$ cat src/rtl/mips_state_dumper.sv
// mips_state_dumper: freezes the core and streams the register file plus a memory window as a checksummed byte frame
module mips_state_dumper #(
   parameter int NREGS = 32,
   parameter int DMEM_AW = 10,
   parameter int DMEM_BASE = 0,
   parameter int DMEM_COUNT = 16
) (
   input  logic clk,
   input  logic reset,
   input  logic start,
   output logic halt_req,
   input  logic halted,
   output logic [4:0] rf_raddr,
   input  logic [31:0] rf_rdata,
   output logic dm_re,
   output logic [DMEM_AW-1:0] dm_raddr,
   input  logic [31:0] dm_rdata,
   output logic [7:0] tx_data,
   output logic tx_valid,
   input  logic tx_ready,
   output logic busy,
   output logic done
);
   localparam int TOTAL = NREGS + DMEM_COUNT;
   localparam int WW = $clog2(TOTAL + 1);
   typedef enum logic [2:0] {IDLE, HALT_WAIT, HDR, RD_ADDR, RD_CAP, SEND, CKSUM} state_t;
   state_t state, state_nxt;
   logic [WW-1:0] word, word_nxt;
   logic [1:0] byte_idx;
   logic [31:0] shreg;
   logic [7:0] cksum;
   logic accept, is_mem;
   assign accept = tx_valid && tx_ready;
   assign is_mem = word >= WW'(NREGS);
   assign halt_req = state != IDLE;
   assign busy = state != IDLE;
   assign tx_valid = state == HDR || state == SEND || state == CKSUM;
   assign tx_data = state == HDR ? 8'hA5 : state == SEND ? shreg[31:24] : state == CKSUM ? cksum : 8'h00;
   assign dm_re = state == RD_ADDR && is_mem;
   // next state and word index; a start arriving with done is dropped so frames never chain
   always_comb begin
      state_nxt = state;
      word_nxt = word;
      case (state)
         IDLE:      if (start && !done) state_nxt = HALT_WAIT;
         HALT_WAIT: if (halted) state_nxt = HDR;
         HDR:       if (accept) state_nxt = RD_ADDR;
         RD_ADDR:   state_nxt = RD_CAP;
         RD_CAP:    state_nxt = SEND;
         SEND: if (accept && byte_idx == 2'd3) begin
            word_nxt = word + WW'(1);
            state_nxt = word_nxt == WW'(TOTAL) ? CKSUM : RD_ADDR;
         end
         CKSUM:     if (accept) state_nxt = IDLE;
         default:   state_nxt = IDLE;
      endcase
   end
   // state, read addresses (updated only on entry to RD_ADDR so they hold otherwise), word shifter and checksum
   always_ff @(posedge clk) begin
      if (reset) begin
         state <= IDLE;
         word <= '0;
         byte_idx <= '0;
         shreg <= '0;
         cksum <= '0;
         done <= 1'b0;
         rf_raddr <= '0;
         dm_raddr <= '0;
      end else begin
         state <= state_nxt;
         word <= state == IDLE ? '0 : word_nxt;
         done <= state == CKSUM && accept;
         if (state == IDLE) begin
            cksum <= '0;
            byte_idx <= '0;
         end
         if (state_nxt == RD_ADDR) begin
            if (word_nxt < WW'(NREGS)) rf_raddr <= 5'(word_nxt);
            else dm_raddr <= DMEM_AW'(DMEM_BASE + int'(word_nxt) - NREGS);
         end
         if (state == RD_CAP) shreg <= is_mem ? dm_rdata : rf_rdata;
         if (state == SEND && accept) begin
            shreg <= shreg << 8;
            byte_idx <= byte_idx + 2'd1;
            cksum <= cksum + shreg[31:24];
         end
      end
   end
endmodule

$ cat config.mk
export PLATFORM = sky130hd
export DESIGN_NAME = mips_state_dumper
export DESIGN_NICKNAME = d
export VERILOG_FILES = /design/src/rtl/mips_state_dumper.sv
export SDC_FILE = /design/constraint.sdc
export NUM_CORES = 1
export LEC_CHECK = 0
export CORE_AREA = 2 2 103 105
export DETAILED_ROUTE_END_ITERATION = 10
export DIE_AREA = 0 0 105 107
export PLACE_DENSITY_LB_ADDON = 0.05
export SETUP_SLACK_MARGIN = 0.1
export SYNTH_ARGS = -nofsm -noshare
export SYNTH_HDL_FRONTEND = slang
export SYNTH_SLANG_ARGS = --single-unit
$ cat constraint.sdc
create_clock -name clk -period 2.2 [get_ports clk]
set_input_delay 0.44 -clock clk [delete_from_list [all_inputs] [get_ports clk]]
set_output_delay 0.44 -clock clk [all_outputs]
set_load 0.01 [all_outputs]
Word-level counts from Yosys, hierarchy flattened
Index checks and enable logic that the tools add are counted.
{"block": "op_classes", "addsub": 4, "n_lt_le_gt_ge": 2, "eq_ne": 9, "mux": 19, "bitwise": 1, "n_reduce_logical": 17}
{"cell": "two-way mux 32 bit", "count": 3}
{"cell": "two-way mux 8 bit", "count": 5}
{"cell": "one-hot mux 3 bit (7 select lines)", "count": 1}
{"cell": "two-way mux 3 bit", "count": 6}
{"cell": "two-way mux 6 bit", "count": 2}
{"cell": "equality test 3 x 2 -> 1 bit, second input constant", "count": 3}
{"cell": "equality test 3 bit, second input constant", "count": 3}
{"cell": "adder 8 bit", "count": 1}
{"cell": "subtractor 6 x 6 -> 7 bit, second input constant", "count": 1}
{"cell": "adder 6 x 1 -> 6 bit, second input constant", "count": 1}
{"cell": "equality test 6 bit, second input constant", "count": 1}
{"cell": ">= comparator 6 bit, second input constant", "count": 1}
{"cell": "logical AND 1 bit", "count": 6}
{"cell": "less-than comparator 6 bit, second input constant", "count": 1}
{"cell": "two-way mux 2 bit", "count": 2}
{"cell": "AND reduction 2 bit", "count": 2}
{"cell": "nonzero test 2 bit", "count": 2}
{"cell": "OR reduction 2 bit", "count": 2}
{"cell": "equality test 3 x 1 -> 1 bit, second input constant", "count": 1}
{"cell": "zero test 3 bit", "count": 1}
{"cell": "nonzero test 3 bit", "count": 1}
{"cell": "adder 2 x 1 -> 2 bit, second input constant", "count": 1}
{"cell": "equality test 2 bit, second input constant", "count": 1}
{"cell": "logical OR 1 bit", "count": 2}
{"cell": "other kinds (2)", "count": 2}
{"block": "totals", "reg_bits": 67, "inputBits": 69, "out_inout_bits": 28, "word_cells": 61}

Logic depth before layout (Yosys ltp)
{"block": "depth", "ltp_word": 10, "depth_mapped": 8}

Worst setup path after synthesis
Ideal clock, no wire load.
{"block": "synth_timing", "kind": "input -> register", "from": "input port tx_ready", "to": "register dm_raddr[0]", "t_arrival_ns": 1.839, "setup_slack_ns": 0.238, "stages": 6, "path_cell_list": "buf_6 -> nand4b_4 -> or4_4 -> a22oi_2 -> o21ai_2 -> mux2_1"}
{"block": "synth_between", "elab_chain_cells": 7, "elab_cells_between_ends": 13}
{"element": "start, declared", "line": "20", "rtl": "input logic tx_ready,"}
{"element": "logical AND 1 bit (*)", "line": "33", "rtl": "assign accept = tx_valid && tx_ready;"}
{"element": "logical AND 1 bit", "line": "50", "rtl": "SEND: if (accept && byte_idx == 2'd3) begin"}
{"element": "two-way mux 6 bit", "line": "50"}
{"element": "two-way mux 6 bit", "line": "44", "rtl": "case (state)"}
{"element": "less-than comparator 6 bit", "line": "78", "rtl": "if (word_nxt < WW'(NREGS)) rf_raddr <= 5'(word_nxt);"}
{"element": "NOT 1 bit (no source line)"}
{"element": "AND reduction 2 bit (no source line)"}
{"element": "end signal, assigned", "line": "79", "rtl": "else dm_raddr <= DMEM_AW'(DMEM_BASE + int'(word_nxt) - NREGS);"}
{"element": "end, declared", "line": "16", "rtl": "output logic [DMEM_AW-1:0] dm_raddr,"}
Every way passes the cells marked *; elsewhere a longest branch is shown, timed or not.
A chain may end at the register's enable or synchronous reset.

Final worst setup path
{"block": "layout_timing", "from": "register shreg[28]", "to": "register cksum[7]"}
{"block": "layout_between", "elab_chain_cells": 2}
{"element": "start, declared", "line": "30", "rtl": "logic [31:0] shreg;"}
{"element": "start signal, assigned", "line": "81", "rtl": "if (state == RD_CAP) shreg <= is_mem ? dm_rdata : rf_rdata;"}
{"element": "start signal, assigned", "line": "83", "rtl": "shreg <= shreg << 8;"}
{"element": "adder 8 bit", "line": "85", "rtl": "cksum <= cksum + shreg[31:24];"}
{"element": "two-way mux 8 bit", "line": "82", "rtl": "if (state == SEND && accept) begin"}
{"element": "end signal, assigned", "line": "85"}
{"element": "end, declared", "line": "31", "rtl": "logic [7:0] cksum;"}
Every way passes these cells.

==> qor.csv <==
stage,metric,value,unit
clock_network,number_of_buffers_added_by_the_clock_tree_synthesis_step,9,
yosys,postSynthNetCount,479,
routing,detailedRoute.firstIterationViolations,111,
yosys,post-synth-top-area-cell,sky130_fd_sc_hd__dfxtp_1,
cells_and_area,layout_common_cells,"83 x sky130_fd_sc_hd__nor2_1, 82 x sky130_fd_sc_hd__clkdlybuf4s50_1, 53 x sky130_fd_sc_hd__dfxtp_1",
worst_setup_path,critPathMaxStageDelay,0.54,ns
cells_and_area,drive_gt1_share,16.4,%
clock_network,path_clk_slew,0.07,ns
sta,worst_slew_margin_rel,59.6,%
worst_setup_path,cp_cell_sequence,"ha_4, o21ai_0, and2_1, or4b_1, a311o_1, a31oi_1",
clock_network,tritoncts,yes,
flow_run,cap_viol_max_count,0,
grt,grt_pass1_vias,3143,
worst_setup_path,max_stage_delay_cell_worst_path,sky130_fd_sc_hd__or4b_1,
yosys,yosys_most_used_dff,sky130_fd_sc_hd__dfxtp_1,
cells_and_area,areaGrowthSynthToFinish,44.6,%
yosys,synthDominantCellAreaShare,36.6,%
worst_setup_path,worst_ep_arrival_time,2.31,ns
placed_design,hpwlAfterDp,6950,µm
worst_setup_path,timing.critical_path.from,shreg[28]$_SDFFE_PP0P_,
yosys,ys_seq_elements,63,
worst_hold_path,worst_hold_startpoint,shreg[1]$_SDFFE_PP0P_,
die,dieArea,0.0112,mm²
sta,rsz0062_at_grt,false,
cells_and_area,mostFrequentLayoutCell,sky130_fd_sc_hd__nor2_1,
cells_and_area,final_core_util,49.3,%
worst_setup_path,timing.critical_path.depth,6,
routing,average_wire_per_standard_cell,14.3,µm
power_and_ir_drop,power_density,507,mW/mm²
worst_setup_path,reg2reg_setup_slack,0.16,ns
clock_network,ctsHoldBuffers,0,
worst_setup_path,path_buf_inv,0,
cells_and_area,filler_cell_count,1023,
routing,postRouteWirelength,9280,µm
placed_design,placed_cell_area,0.00464,mm²
placed_design,preCtsSetupSlack,-0.274,ns
worst_setup_path,path_delay_family,simple AND/OR/NAND/NOR gates,
grt,pin_count_of_the_biggest_net_entering_global_routing,34,
yosys,synthArstFlopShare,0,%
sta,finalCriticalPeriod,2.04,ns
die,die_width,105,µm
sta,hold_viol_final,0,
grt,global_route_wire_length_before_repair,14800,µm
yosys,synth-warning-count,0,
routing,drc,0,
sta,report.final.slew_viol_count,0,
die,io_pins,97,
grt,globalRouteOverflowTotal,0,
clock_network,clock_tree.htree_level_count,3,
power_and_ir_drop,irDropWorstVdd,0.000256,V
clock_network,clockRootBuffer,sky130_fd_sc_hd__clkbuf_8,
yosys,synthesis.area,0.00344,mm²
die,placeableCoreArea,0.0101,mm²
sta,fin_skew,0.00821,ns
worst_setup_path,startpoint_type,flip-flop,
sta,finalCritPeriodShare,92.9,%
yosys,synth_sequential_area_ratio,36.6,%
sta,setup_slack,0.156,ns
worst_setup_path,worst-endpoint-required,2.46,ns
grt,grt_antenna_before_repair,0,
sta,max_freq,0.489,GHz
placed_design,io_buffer_count,96,
worst_setup_path,crit-reg2reg-launch,shreg[28]$_SDFFE_PP0P_,
power_and_ir_drop,static_power_due_to_leakage,1.94,nW
clock_network,cts.sinks,63,
worst_setup_path,worstReg2RegEnd,cksum[7]$_SDFFE_PP0P_,
die,rows,37,
worst_setup_path,setup.worst_path.end,cksum[7]$_SDFFE_PP0P_,
routing,viasPerCell,4.99,
yosys,netlist-cell-type-count,49,
worst_setup_path,criticalPathCategory,reg2reg,
yosys,postSynthCellCount,399,
worst_setup_path,path_max_fanout,3,
worst_setup_path,cp-end-kind,flip-flop,
clock_network,buffers_from_clock_root_to_sink_at_most,2,
yosys,syn_area_per_cell,8.63,µm²
die,die_y,107,µm
run_status,status,finished clean,
grt,total_routing_resource_utilization_after_global_routing,16.5,%
placed_design,gp_congestion,0.847,
clock_network,latest_clock_arrival_within_the_worst_skew_pair,0.33,ns
sta,tightestPinTransition,0.607,ns
die,initial_utilization,34.1,%
yosys,synth-edff-count,0,
sta,worst_hold_slack,0.506,ns
yosys,ys_top_cells_by_area,"sky130_fd_sc_hd__dfxtp_1 37%, sky130_fd_sc_hd__mux2i_1 9.6%, sky130_fd_sc_hd__nor2_1 9.2%, sky130_fd_sc_hd__a221oi_1 6.4%, sky130_fd_sc_hd__ha_1 3.6%",
cells_and_area,nNetsFinal,587,
worst_setup_path,reg2reg_depth,6,
cells_and_area,number_of_antenna_diodes,0,
sta,finalSetupTns,0,ns
cells_and_area,stdcell_area,0.00498,mm²
worst_hold_path,tightest_hold_check_type,reg2reg,
sta,setup_viol,0,
routing,drt_pass1_iterations,4,
routing,antenna_violating_nets_post_route,0,
routing,vias,3228,
-- per-stage QoR --
stage	instances	total power, mW
final	647	2.52
after floorplan	399	1.31
after global routing	647	2.62
after global placement	628	1.51
after CTS	646	2.55
after detailed placement	628	1.52
-- synthesized netlist by cell type, types with 2 or more instances --
cell type,count
sky130_fd_sc_hd__and3_1,3
sky130_fd_sc_hd__nand3b_1,2
sky130_fd_sc_hd__xnor2_1,7
sky130_fd_sc_hd__buf_6,2
sky130_fd_sc_hd__mux2_1,5
sky130_fd_sc_hd__o21a_1,2
sky130_fd_sc_hd__nor3_1,5
sky130_fd_sc_hd__a21oi_1,8
sky130_fd_sc_hd__a22oi_1,12
sky130_fd_sc_hd__a31oi_1,2
sky130_fd_sc_hd__inv_1,7
sky130_fd_sc_hd__o21ai_0,10
sky130_fd_sc_hd__mux2i_1,33
sky130_fd_sc_hd__a211oi_1,9
sky130_fd_sc_hd__a21o_1,2
sky130_fd_sc_hd__o31ai_1,2
sky130_fd_sc_hd__clkbuf_1,19
sky130_fd_sc_hd__ha_1,10
sky130_fd_sc_hd__nand2_1,22
sky130_fd_sc_hd__xor2_1,3
sky130_fd_sc_hd__nor2_1,84
sky130_fd_sc_hd__and2_1,3
sky130_fd_sc_hd__a32oi_1,2
sky130_fd_sc_hd__dfxtp_1,63
sky130_fd_sc_hd__buf_4,5
sky130_fd_sc_hd__nand3_1,7
sky130_fd_sc_hd__nand4_1,2
sky130_fd_sc_hd__mux2_2,3
sky130_fd_sc_hd__buf_2,3
sky130_fd_sc_hd__mux2_4,2
sky130_fd_sc_hd__buf_1,3
sky130_fd_sc_hd__nor2b_1,14
sky130_fd_sc_hd__nand2b_1,3
sky130_fd_sc_hd__a221oi_1,25
-- logic make-up after synthesis --
| logic type | after synthesis | share of synthesized area (%) |
|---|---|---|
| flip-flops | 63 | 36.6 |
| buffers and inverters | 39 | 5.34 |
| multiplexers | 43 | 13.1 |
| AND/OR/NAND/NOR | 153 | 20.9 |
| AO/OA/AOI/OAI | 80 | 17.3 |
| adder cells (fa/ha/maj) | 11 | 4.22 |
| XOR/XNOR | 10 | 2.54 |
-- final cells by class --
type	instances	area, µm²	share of cell area (%)
multi-input cells	297	2090	41.9
flip-flops and latches	63	1280	25.7
repair buffers	129	1220	24.4
well taps	136	170	3.42
clock buffers	12	155	3.12
clock inverters	3	42.5	0.854
inverters	7	30.0	0.603
-- worst min-delay path by stage --
stage / endpoint / cells past startpoint / slack (ns)
2_1_floorplan: byte_idx[1]$_SDFFE_PP0P_ / 2 / 0.47
6_report: shreg[1]$_SDFFE_PP0P_ / 2 / 0.51
5_1_grt: shreg[23]$_SDFFE_PP0P_ / 2 / 0.53
3_5_place_dp: cksum[6]$_SDFFE_PP0P_ / 2 / 0.50
4_1_cts: cksum[6]$_SDFFE_PP0P_ / 2 / 0.51
3_3_place_gp: byte_idx[1]$_SDFFE_PP0P_ / 2 / 0.49
-- power by group --
part / internal (mW) / leakage, nW / switching, mW
Sequential: 1.15 / 0.513 / 0.0129
Clock: 0.578 / 0.0985 / 0.450
Combinational: 0.194 / 1.33 / 0.136
Total: 1.92 / 1.94 / 0.599
-- state kept, by name, indices dropped and copies added (netlist names) --
name and flops:
word 6, cksum 8, rf_raddr 5, dm_raddr 6, done 1, state 3, byte_idx 2, shreg 32
-- worst register-to-register path, delay by kind of cell (launching register included) --
kind,cells,cell delay [ns]
adders and majority gates,1,0.29
DFF,1,0.36
and+or+nand+nor,2,0.73
AOI/OAI and AO/OA,3,0.59
-- routing by layer --
metal | part of all wire, % | track usage (%) | wire (µm) | vias to the layer above
li1 | - | - | - | 1640
met3 | 5.0 | 4.19 | 460 | 6
met2 | 47 | 28.6 | 4390 | 84
met1 | 47 | 20.1 | 4340 | 1498
met4 | 0.91 | 4.95 | 84 | 0
met5 | 0 | 0 | 0 | -
-- repair_timing --
item                                    in CTS  in global routing
setup buffers                                3                  1
resized for setup                           15                 33
pin swaps                                    1                  3
endpoints found under the setup margin      20                 17
(Power assumes the default switching activity.)
